**config.mk**
```make
export PLATFORM = sky130hd
export DESIGN_NAME = irq_trigger_gen
export DESIGN_NICKNAME = d
export VERILOG_FILES = /design/src/rtl/irq_trig_pkg.sv /design/src/rtl/irq_trig_match.sv /design/src/rtl/irq_trigger_gen.sv
export SDC_FILE = /design/constraint.sdc
export NUM_CORES = 2
export LEC_CHECK = 0
export CAP_MARGIN = 20
export CORE_MARGIN = 3
export CORE_UTILIZATION = 60
export CTS_CLUSTER_SIZE = 10
export DETAILED_ROUTE_END_ITERATION = 8
export GPL_ROUTABILITY_DRIVEN = 0
export PLACE_DENSITY = 0.77
export SLEW_MARGIN = 20
export SYNTH_ARGS = -nofsm -noshare
export SYNTH_HDL_FRONTEND = slang
export SYNTH_HIERARCHICAL = 1
export SYNTH_SLANG_ARGS = --single-unit
```
**constraint.sdc**
```tcl
create_clock -name clk -period 14.8 [get_ports clk]
set_input_delay 3.7 -clock clk [delete_from_list [all_inputs] [get_ports clk]]
set_output_delay 3.7 -clock clk [all_outputs]
set_load 0.02 [all_outputs]
```
**src/rtl/irq_trig_pkg.sv**
```systemverilog
// rtl/irq_trig_pkg.sv - shared types and defaults for the address-triggered IRQ generator
package irq_trig_pkg;

  localparam int ADDR_W_DEF    = 32;
  localparam int N_ENTRIES_DEF = 32;
  localparam int N_CH_DEF      = 6;
  localparam int CNT_W_DEF     = 8;

  // Select-field width that stays legal for a single-element range.
  function automatic int sel_w(input int n);
    return (n > 1) ? $clog2(n) : 1;
  endfunction

  typedef enum logic [1:0] {
    ST_IDLE   = 2'd0,
    ST_WAIT   = 2'd1,
    ST_ASSERT = 2'd2
  } trig_state_t;

  // Trigger entry in the default configuration.
  typedef struct packed {
    logic                        armed;
    logic [ADDR_W_DEF-1:0]       addr;
    logic [CNT_W_DEF-1:0]        delay;
    logic [CNT_W_DEF-1:0]        width;
    logic [sel_w(N_CH_DEF)-1:0]  ch;
  } trig_entry_t;

endpackage

```
**src/rtl/irq_trig_match.sv**
```systemverilog
// rtl/irq_trig_match.sv - parallel address compare of all armed entries, lowest index wins
module irq_trig_match
  import irq_trig_pkg::*;
#(
  parameter int ADDR_W    = ADDR_W_DEF,
  parameter int N_ENTRIES = N_ENTRIES_DEF,
  parameter int IDX_W     = sel_w(N_ENTRIES_DEF)
) (
  input  logic [N_ENTRIES-1:0] i_armed,
  input  logic [ADDR_W-1:0]    i_tab_addr [N_ENTRIES],
  input  logic [ADDR_W-1:0]    i_addr,
  output logic                 o_hit,
  output logic [IDX_W-1:0]     o_idx
);

  // Scanning downward lets the lowest matching index overwrite the rest.
  always_comb begin
    o_hit = 1'b0;
    o_idx = '0;
    for (int i = N_ENTRIES - 1; i >= 0; i--) begin
      if (i_armed[i] && (i_tab_addr[i] == i_addr)) begin
        o_hit = 1'b1;
        o_idx = IDX_W'(i);
      end
    end
  end

endmodule

```
**src/rtl/irq_trigger_gen.sv**
```systemverilog
// rtl/irq_trigger_gen.sv - address-match trigger table driving delayed, timed IRQ pulses
// IRQ_TRIG_ACK_EN adds the irq_ack input that ends an assertion early.
module irq_trigger_gen
  import irq_trig_pkg::*;
#(
  parameter int  ADDR_W    = ADDR_W_DEF,
  parameter int  N_ENTRIES = N_ENTRIES_DEF,
  parameter int  N_CH      = N_CH_DEF,
  parameter int  CNT_W     = CNT_W_DEF,
  localparam int IDX_W     = sel_w(N_ENTRIES),
  localparam int CH_W      = sel_w(N_CH)
) (
  input  logic              clk,
  input  logic              reset,
  input  logic              en,
  input  logic [ADDR_W-1:0] addr,
  input  logic              cfg_we,
  input  logic [IDX_W-1:0]  cfg_idx,
  input  logic [ADDR_W-1:0] cfg_addr,
  input  logic [CNT_W-1:0]  cfg_delay,
  input  logic [CNT_W-1:0]  cfg_width,
  input  logic [CH_W-1:0]   cfg_ch,
  input  logic              cfg_arm,
`ifdef IRQ_TRIG_ACK_EN
  input  logic              irq_ack,
`endif
  output logic [N_CH-1:0]   irq,
  output logic              busy,
  output logic              fire_pulse,
  output logic [IDX_W-1:0]  fire_idx
);

  logic [N_ENTRIES-1:0] r_armed;
  logic [ADDR_W-1:0]    r_tab_addr  [N_ENTRIES];
  logic [CNT_W-1:0]     r_tab_delay [N_ENTRIES];
  logic [CNT_W-1:0]     r_tab_width [N_ENTRIES];
  logic [CH_W-1:0]      r_tab_ch    [N_ENTRIES];

  trig_state_t          r_state;
  logic [CNT_W-1:0]     r_cnt;
  logic [CNT_W-1:0]     r_width;
  logic [CH_W-1:0]      r_ch;
  logic [N_CH-1:0]      r_irq;
  logic                 r_fire_pulse;
  logic [IDX_W-1:0]     r_fire_idx;

  logic                 w_hit;
  logic [IDX_W-1:0]     w_idx;
  logic                 w_ack;
  logic                 w_cfg_ok;
  logic [CH_W-1:0]      w_ch_sel;
  logic [N_CH-1:0]      w_ch_onehot;

`ifdef IRQ_TRIG_ACK_EN
  assign w_ack = irq_ack;
`else
  assign w_ack = 1'b0;
`endif

  assign w_cfg_ok = cfg_we && (int'(cfg_idx) < N_ENTRIES);

  irq_trig_match #(
    .ADDR_W    (ADDR_W),
    .N_ENTRIES (N_ENTRIES),
    .IDX_W     (IDX_W)
  ) u_match (
    .i_armed    (r_armed),
    .i_tab_addr (r_tab_addr),
    .i_addr     (addr),
    .o_hit      (w_hit),
    .o_idx      (w_idx)
  );

  // Zero-delay triggers raise irq straight from the table; delayed ones use the latched channel.
  assign w_ch_sel = (r_state == ST_IDLE) ? r_tab_ch[w_idx] : r_ch;

  always_comb begin
    w_ch_onehot = '0;
    for (int i = 0; i < N_CH; i++) begin
      w_ch_onehot[i] = (w_ch_sel == CH_W'(i));
    end
  end

  always_ff @(posedge clk) begin
    if (w_cfg_ok) begin
      r_tab_addr[cfg_idx]  <= cfg_addr;
      r_tab_delay[cfg_idx] <= cfg_delay;
      r_tab_width[cfg_idx] <= cfg_width;
      r_tab_ch[cfg_idx]    <= cfg_ch;
    end
  end

  always_ff @(posedge clk) begin
    r_fire_pulse <= 1'b0;
    if (reset) begin
      r_state    <= ST_IDLE;
      r_irq      <= '0;
      r_cnt      <= '0;
      r_width    <= '0;
      r_ch       <= '0;
      r_fire_idx <= '0;
      r_armed    <= '0;
    end else begin
      if (!en) begin
        r_state <= ST_IDLE;
        r_irq   <= '0;
        r_cnt   <= '0;
      end else begin
        case (r_state)
          ST_IDLE: begin
            if (w_hit) begin
              r_armed[w_idx] <= 1'b0;
              r_fire_pulse   <= 1'b1;
              r_fire_idx     <= w_idx;
              r_width        <= r_tab_width[w_idx];
              r_ch           <= r_tab_ch[w_idx];
              if (r_tab_delay[w_idx] == '0) begin
                r_state <= ST_ASSERT;
                r_irq   <= w_ch_onehot;
                r_cnt   <= r_tab_width[w_idx];
              end else begin
                r_state <= ST_WAIT;
                r_cnt   <= r_tab_delay[w_idx];
              end
            end
          end
          ST_WAIT: begin
            if (r_cnt == CNT_W'(1)) begin
              r_state <= ST_ASSERT;
              r_irq   <= w_ch_onehot;
              r_cnt   <= r_width;
            end else begin
              r_cnt <= r_cnt - CNT_W'(1);
            end
          end
          ST_ASSERT: begin
            if (w_ack || (r_cnt == '0)) begin
              r_state <= ST_IDLE;
              r_irq   <= '0;
            end else begin
              r_cnt <= r_cnt - CNT_W'(1);
            end
          end
          default: begin
            r_state <= ST_IDLE;
            r_irq   <= '0;
          end
        endcase
      end
      // A table write lands after any same-edge disarm, so cfg_arm is what sticks.
      if (w_cfg_ok) begin
        r_armed[cfg_idx] <= cfg_arm;
      end
    end
  end

  assign irq        = r_irq;
  assign busy       = (r_state != ST_IDLE);
  assign fire_pulse = r_fire_pulse;
  assign fire_idx   = r_fire_idx;

endmodule
```
# Yosys cells after proc, flatten, opt, wreduce, memory -nomap -nowiden
# Memories as Yosys holds them, arrays and structs flattened.
# Cells that the tools add are included.
totals:
  register_bits: 1089
  ramBits: 608
  input_bits: 93
  output_inout_bits: 13
  elab_cells: 243
  n_memories: 3
op_classes:
  n_addsub: 1
  n_lt_le_gt_ge: 6
  n_eq_ne: 45
  mux: 96
  bitwise_logic: 5
  reduce_logical: 47
mem_list:
  columns: ["memory", "words", "word_bits", "rd", "rd_ports_with_merged_regs", "write_ports", "line_no", "rtl"]
  rows:
  - ["r_tab_delay", 32, 8, 1, 0, 1, "irq_trigger_gen.sv:35", "logic [CNT_W-1:0] r_tab_delay [N_ENTRIES];"]
  - ["r_tab_width", 32, 8, 1, 0, 1, "irq_trigger_gen.sv:36", "logic [CNT_W-1:0] r_tab_width [N_ENTRIES];"]
  - ["r_tab_ch", 32, 3, 1, 0, 1, "irq_trigger_gen.sv:37", "logic [CH_W-1:0] r_tab_ch [N_ENTRIES];"]
op_table:
  columns: ["operator", "n"]
  rows:
  - ["bitwise mux 1024 bit", 1]
  - ["== test 32 bit", 32]
  - ["two-way mux 32 bit", 6]
  - ["demux 32 bit (select 5 bit)", 1]
  - ["two-way mux 5 bit", 32]
  - ["two-way mux 1 bit", 37]
  - ["logical AND 1 bit", 35]
  - ["AND 32 bit", 1]
  - ["bitwise mux 32 bit", 1]
  - ["two-way mux 8 bit", 4]
  - ["NOT 32 bit", 1]
  - ["two-way mux 6 bit", 4]
  - ["case mux 8 bit (3 select lines)", 1]
  - ["case mux 6 bit (3 select lines)", 1]
  - ["logical NOT 8 bit", 2]
  - ["< comparator 5 x 6 -> 1 bit, second input constant", 2]
  - ["demux 1 bit (select 5 bit)", 2]
  - ["greater-or-equal comparator 5 x 1 -> 1 bit, second input constant", 2]
  - ["AND reduction 3 bit", 3]
  - ["== test 8 x 1 -> 1 bit, second input constant", 1]
  - ["two-way mux 2 bit", 4]
  - ["subtractor 8 x 1 -> 8 bit, second input constant", 1]
  - ["== test 3 x 2 -> 1 bit, second input constant", 2]
  - ["== test 3 bit, second input constant", 2]
  - ["other kinds (18)", 22]

# Depth between registers and ports, before layout
depth:
  word_depth: 46
  mapped_depth: 25
  depth_no_buf: 17

# Hierarchy
# The synthesis kept the hierarchy.
by_module_without_submodules:
  columns: ["module", "instances", "cells_each", "area_each_um2", "seq_area_each_um2"]
  rows:
  - ["irq_trigger_gen", 1, 2509, 57153.6, 50308.2]
  - ["irq_trig_match", 1, 1593, 12497.0, 0.0]

# Worst setup path after synthesis
# Ideal clock, no wire load.
synth_path:
  kind: "input-to-reg"
  from: "in addr[28]"
  to: "reg r_cnt[2]"
  setup_ps: 119
  arrival_ps: 8030
  required_ps: 14681
  setup_slack_ps: 6651
  cell_stages: 20
  path_buffers: 8
  path_cell_list: "clkbuf_1 > buf_4 > buf_2 > xnor2_1 > nand3_1 > or4_1 > a21boi_0 > o21ai_1 > a31oi_1 > o41ai_1 > buf_6 > buf_8 > buf_4 > buf_2 > buf_2 > mux4_2 > a22oi_1 > o2111ai_1 > a211oi_1 > o21ai_1"
synth_via:
  elab_chain_cells: 39
  word_cells_on_any_way: 136
  classes_between: "33 x eq/ne; 67 x mux; 34 x reduce/logical; 2 x memory"
synth_rtl:
  columns: ["item", "line_no", "rtl"]
  rows:
  - ["start: declaration", "irq_trigger_gen.sv:16", "input logic [ADDR_W-1:0] addr,"]
  - ["== test 32 bit", "irq_trig_match.sv:21", "if (i_armed[i] && (i_tab_addr[i] == i_addr)) begin"]
  - ["logical AND 1 bit", "irq_trig_match.sv:21", null]
  - ["two-way mux 5 bit (31 in series)", "irq_trig_match.sv:21", null]
  - ["two-way mux 5 bit (*)", "irq_trig_match.sv:21", null]
  - ["via w_idx[0]", "irq_trigger_gen.sv:48", "logic [IDX_W-1:0] w_idx;"]
  - ["memory read (32 x 8 bit)", null, null]
  - ["logical NOT 8 bit", "irq_trigger_gen.sv:117", "if (r_tab_delay[w_idx] == '0) begin"]
  - ["two-way mux 8 bit (*)", "irq_trigger_gen.sv:117", null]
  - ["two-way mux 8 bit (*)", "irq_trigger_gen.sv:111", "if (w_hit) begin"]
  - ["case mux 8 bit (3 select lines) (*)", "irq_trigger_gen.sv:109", "case (r_state)"]
  - ["end signal: assignment", "irq_trigger_gen.sv:120", "r_cnt <= r_tab_width[w_idx];"]
  - ["end signal: assignment", "irq_trigger_gen.sv:123", "r_cnt <= r_tab_delay[w_idx];"]
  - ["end signal: assignment", "irq_trigger_gen.sv:131", "r_cnt <= r_width;"]
  - ["end: declaration", "irq_trigger_gen.sv:40", "logic [CNT_W-1:0] r_cnt;"]
# The timed path passes the listed nets; every way through them passes the cells marked *. The select of a mux whose other input is x is not followed.
# A chain may end at the register's enable or synchronous reset.

# Worst setup path in the final report
layout_path:
  from: "in addr[12]"
  to: "reg r_irq[5], in the netlist irq[5]"
layout_via:
  elab_chain_cells: 40
  word_cells_on_any_way: 140
  classes_between: "35 x eq/ne; 69 x mux; 34 x reduce/logical; 2 x memory"
layout_rtl:
  columns: ["item", "line_no", "rtl"]
  rows:
  - ["== test 32 bit", "irq_trig_match.sv:21", null]
  - ["logical AND 1 bit", "irq_trig_match.sv:21", null]
  - ["two-way mux 5 bit (31 in series)", "irq_trig_match.sv:21", null]
  - ["two-way mux 5 bit (*)", "irq_trig_match.sv:21", null]
  - ["via w_idx[1]", "irq_trigger_gen.sv:48", null]
  - ["memory read (32 x 3 bit)", null, null]
  - ["two-way mux 3 bit", "irq_trigger_gen.sv:75", "assign w_ch_sel = (r_state == ST_IDLE) ? r_tab_ch[w_idx] : r_ch;"]
  - ["== test 3 bit", "irq_trigger_gen.sv:80", "w_ch_onehot[i] = (w_ch_sel == CH_W'(i));"]
  - ["two-way mux 6 bit", "irq_trigger_gen.sv:117", null]
  - ["two-way mux 6 bit", "irq_trigger_gen.sv:111", null]
  - ["case mux 6 bit (3 select lines)", "irq_trigger_gen.sv:109", null]
  - ["end signal: assignment", "irq_trigger_gen.sv:119", "r_irq <= w_ch_onehot;"]
  - ["end signal: assignment", "irq_trigger_gen.sv:130", "r_irq <= w_ch_onehot;"]
  - ["end: declaration", "irq_trigger_gen.sv:43", "logic [N_CH-1:0] r_irq;"]
# Marked as above.

==> impl_results.md <==
- Post-route clock skew: 0.0330 ns
- Most used cells in the layout excluding fill and tap cells: edfxtp_1 (1,632), xnor2_1 (896), nand4_1 (220), clkbuf_16 (190), xor2_1 (123)
- Clk buf depth: 3
- Half-perimeter wire length after placement: 111 mm
- GR Layer Usage met3: 7.62%
- TritonCTS clock tree: built
- Total of fill cells in the finished design: 7,362
- Number of routed nets with antenna violations: 0
- Fraction of the yosys area taken by sequential cells: 72.2%
- Area of placed instances: 72,200 µm²
- Most used routing layer: met2
- Required time of the critical path: 15.51 ns
- Clock-pin slew on the worst setup and hold paths: 0.06 ns
- Slew at the pin closest to its max-slew limit: 1.26 ns
- Fraction of layout cells with a size suffix above 1: 13.1%
- Post-detailed-route via-to-cell ratio: 6.80
- Category of the worst setup path launch point: input pin
- R2r setup slk: 7.73 ns
- Total CTS buffers: 189
- Height of the die: 347 µm
- Leading register cell type out of synthesis: edfxtp_1
- Initial standard-cell utilization of the core: 60.7%
- Unrepaired setup endpoints after global routing: false
- Worst supply voltage drop on vdd: 122 µV
- Global-route usage over all layers: 34.0%
- Initial antenna violation count: 10
- Wire length of the first global-routing pass: 287 mm
- Net Sw Frac: 21.8%
- Proportion of netlist area held by the largest area contributor: 70.4%
- Floorplan core area: 115,000 µm²
- Power Internal: 7.88 mW
- Count of placed standard cells including taps: 5,626
- Via count of the first global-routing pass: 39,060
- Non-filler instance count after layout: 5,924
- Number of max-slew violations in the final report: 0
- EDFF count, synth: 1,632
- Count of unique library cells instantiated by Yosys: 78
- Detailed-route DRC error count: 0
- Average cell area after synthesis: 17.0 µm²
- Power per Cell Area: 130 nW/µm²
- Worst skew pair latency: 0.81 ns
- Switching pwr: 2.20 mW
- Final-report hold violation count: 0
- Share of total power in the clock network: 42.0%
- Critical R2R Launch: r_tab_addr[191]
- CTS sink cnt: 1,697
- Cell area after layout: 77,600 µm²
- DR vias: 40,258
- Setup crit end kind: flop
- Shortest clock period the worst path allows after layout: 10.55 ns
- Count of hold-fix buffers inserted at cts: 0
- Library cell with the largest summed area after synthesis: edfxtp_1
- Post-CTS Setup Inserts: 0
- Post-synthesis sequential element count: 1,697
- H-tree levels: 4
- Grt met1 use: 45.5%
- Peak fanout along the critical path: 59
- Status: finished clean
- Total Nets Final: 4,405
- Die X: 347 µm
- Worst setup path category: in2reg
- Power share of the combinational group: 5.0%
- Post-synthesis instance area: 69,700 µm²
- Hold Path Cell Cnt: 2
- Arr. time, crit path: 11.27 ns
- Total Routed Length: 205 mm
- Share of the clock period used by the worst path after layout: 71.3%
- Synthesized Nets: 4,201
- ANT cells: 0
- Hold path startpoint: fire_idx[3]
- Number of DRC markers after the initial detailed-route iteration: 6,235
- Number of cell rows: 124
- I/O pin total: 106
- Final setup violation count: 0
- Total gr overflow: 0
- Min-Delay Path Class: reg2reg
- Yosys synthesis warning count: 6
- Maximum number of pins on one net before global-route repair: 101
- Top cells by area in the synthesized netlist: edfxtp_1 (70%), xnor2_1 (11%), mux4_2 (3.5%), nand4_1 (2.0%), dfxtp_1 (1.9%)
- Max-Slew Margin vs Limit: 15.7%
- Sequential power share: 53.0%
- Cells after Synth: 4,102
- Number of detailed-routing iterations run before antenna repair: 8
- Max Cap Viol: 0
- Root Buffer Master: clkbuf_16
- Achievable clock frequency: 94.8 MHz
- Setup TNS: 0 ns
- Share of async-settable or async-resettable flops after synthesis: 0%
- Global-route met2 utilization: 53.7%
- Most common library cell in the layout ignoring fill and taps: edfxtp_1
- Number of cells traversed by the worst register-to-register path: 18
- Endpoint of the lowest-slack register-to-register path: irq[5]
- Floorplan die area: 120,000 µm²
- Routed length per placed instance: 34.6 µm
- Count of cells resized by post-cts repair: 0
- Port Buffers: 105
- Destination of the worst hold path: fire_idx[3]
- Leakage power summed over all cells: 23.4 nW
- Layout Area Growth over Synthesis: 11.4%
[metal layers]
metal | part of all wire (%) | vias to the layer above
met5 | 0.017 | -
met4 | 5.5 | 6
met3 | 13 | 657
met2 | 47 | 3300
met1 | 35 | 20332
li1 | - | 15963
[synth_stat cells (all sizes together) (3+ instances only)]
library cell     n
or3              4
mux2i          101
or4b             3
xnor2          899
o31ai            3
or4             20
nand4          220
o2111ai         16
and3            20
dfxtp           65
nor2           132
nor3            33
ha               6
a311oi           3
nor2b            6
nand3b           9
buf            174
a22oi           26
o22ai           37
edfxtp        1632
mux2             5
a21oi           47
nor4            73
and2             6
nand3           69
nand4bb          3
a211oi          16
o211ai          10
o21ai           47
xor2           123
clkbuf          36
a31o             3
or3b             5
nor3b            3
inv             17
nand2           86
mux4           110
nand2b           6
[area by class of cell]
| type | instances | area (µm²) | area share [%] |
|---|---|---|---|
| flip-flops and latches | 1697 | 50300 | 64.8 |
| multi-input cells | 2177 | 18300 | 23.6 |
| clock buffers | 279 | 5110 | 6.58 |
| well taps | 1512 | 1890 | 2.44 |
| repair buffers | 223 | 1600 | 2.07 |
| clock inverters | 18 | 343 | 0.442 |
| inverters | 18 | 67.6 | 0.0871 |
[sequential cells by signal, summed over array words and instances (netlist names)]
register	cells
fire_idx	5
fire_pulse	1
irq	6
r_armed	32
r_ch	3
r_cnt	8
r_state	2
r_tab_addr	1024
r_tab_ch	96
r_tab_delay	256
r_tab_width	256
r_width	8
[cells by family after synthesis]
family          Yosys count  synth area share [%]
fa+ha+maj                 6                 0.108
mux                     216                  5.11
simple gates            702                  5.49
compound gates          231                  2.22
flops                  1697                  72.2
xor+xnor               1022                  12.9
buf+inv                 228                  1.97
[per-stage QoR]
| step | utilization, % | power [mW] | hold WS [ns] | worst slack (ns) |
|---|---|---|---|---|
| detailed placement | 62.9 | 5.92 | 0.457 | 3.69 |
| CTS | 67.6 | 10.1 | 0.482 | 4.56 |
| global placement | 62.9 | 5.91 | 0.444 | 3.78 |
| floorplan | - | 5.68 | 0.450 | 6.65 |
| global route | 67.6 | 10.3 | 0.507 | 4.22 |
| finish | 67.6 | 10.1 | 0.496 | 4.25 |
[worst max path at each step]
| stage | from | endpoint | depth (start not counted) | slack, ns |
|---|---|---|---|---|
| after global routing | addr[4] | irq[5] | 20 | 4.22 |
| after global placement | addr[4] | irq[0] | 20 | 3.78 |
| after floorplan | addr[28] | r_cnt[2] | 20 | 6.65 |
| after CTS | addr[4] | irq[5] | 20 | 4.56 |
| final | addr[12] | irq[5] | 20 | 4.25 |
| after detailed placement | addr[11] | irq[5] | 20 | 3.69 |
[power by group through the flow]
| stage | combinational, mW | sequential (mW) | clock (mW) |
|---|---|---|---|
| floorplan | 0.247 | 5.44 | 0 |
| global placement | 0.476 | 5.44 | 0 |
| detailed placement | 0.481 | 5.44 | 0 |
| CTS | 0.485 | 5.34 | 4.25 |
| global route | 0.508 | 5.34 | 4.45 |
| finish | 0.500 | 5.34 | 4.23 |
[worst max-delay path, stage by stage]
cell       delay, ns
buf_2           0.45
buf_4           0.66
xnor2_1         0.19
nand4_1         0.14
nor4_1          0.90
nand3_1         0.44
nand2_1         0.20
a311oi_1        0.08
o311a_1         0.38
o21ai_1         0.18
a32o_4          0.71
buf_4           0.88
mux2i_1         0.28
o22ai_1         0.11
nor4_1          0.39
o2111ai_1       0.36
nor4_1          0.31
and2_4          0.32
o21a_2          0.22
mux2i_1         0.20
(Power assumes the default switching activity.)
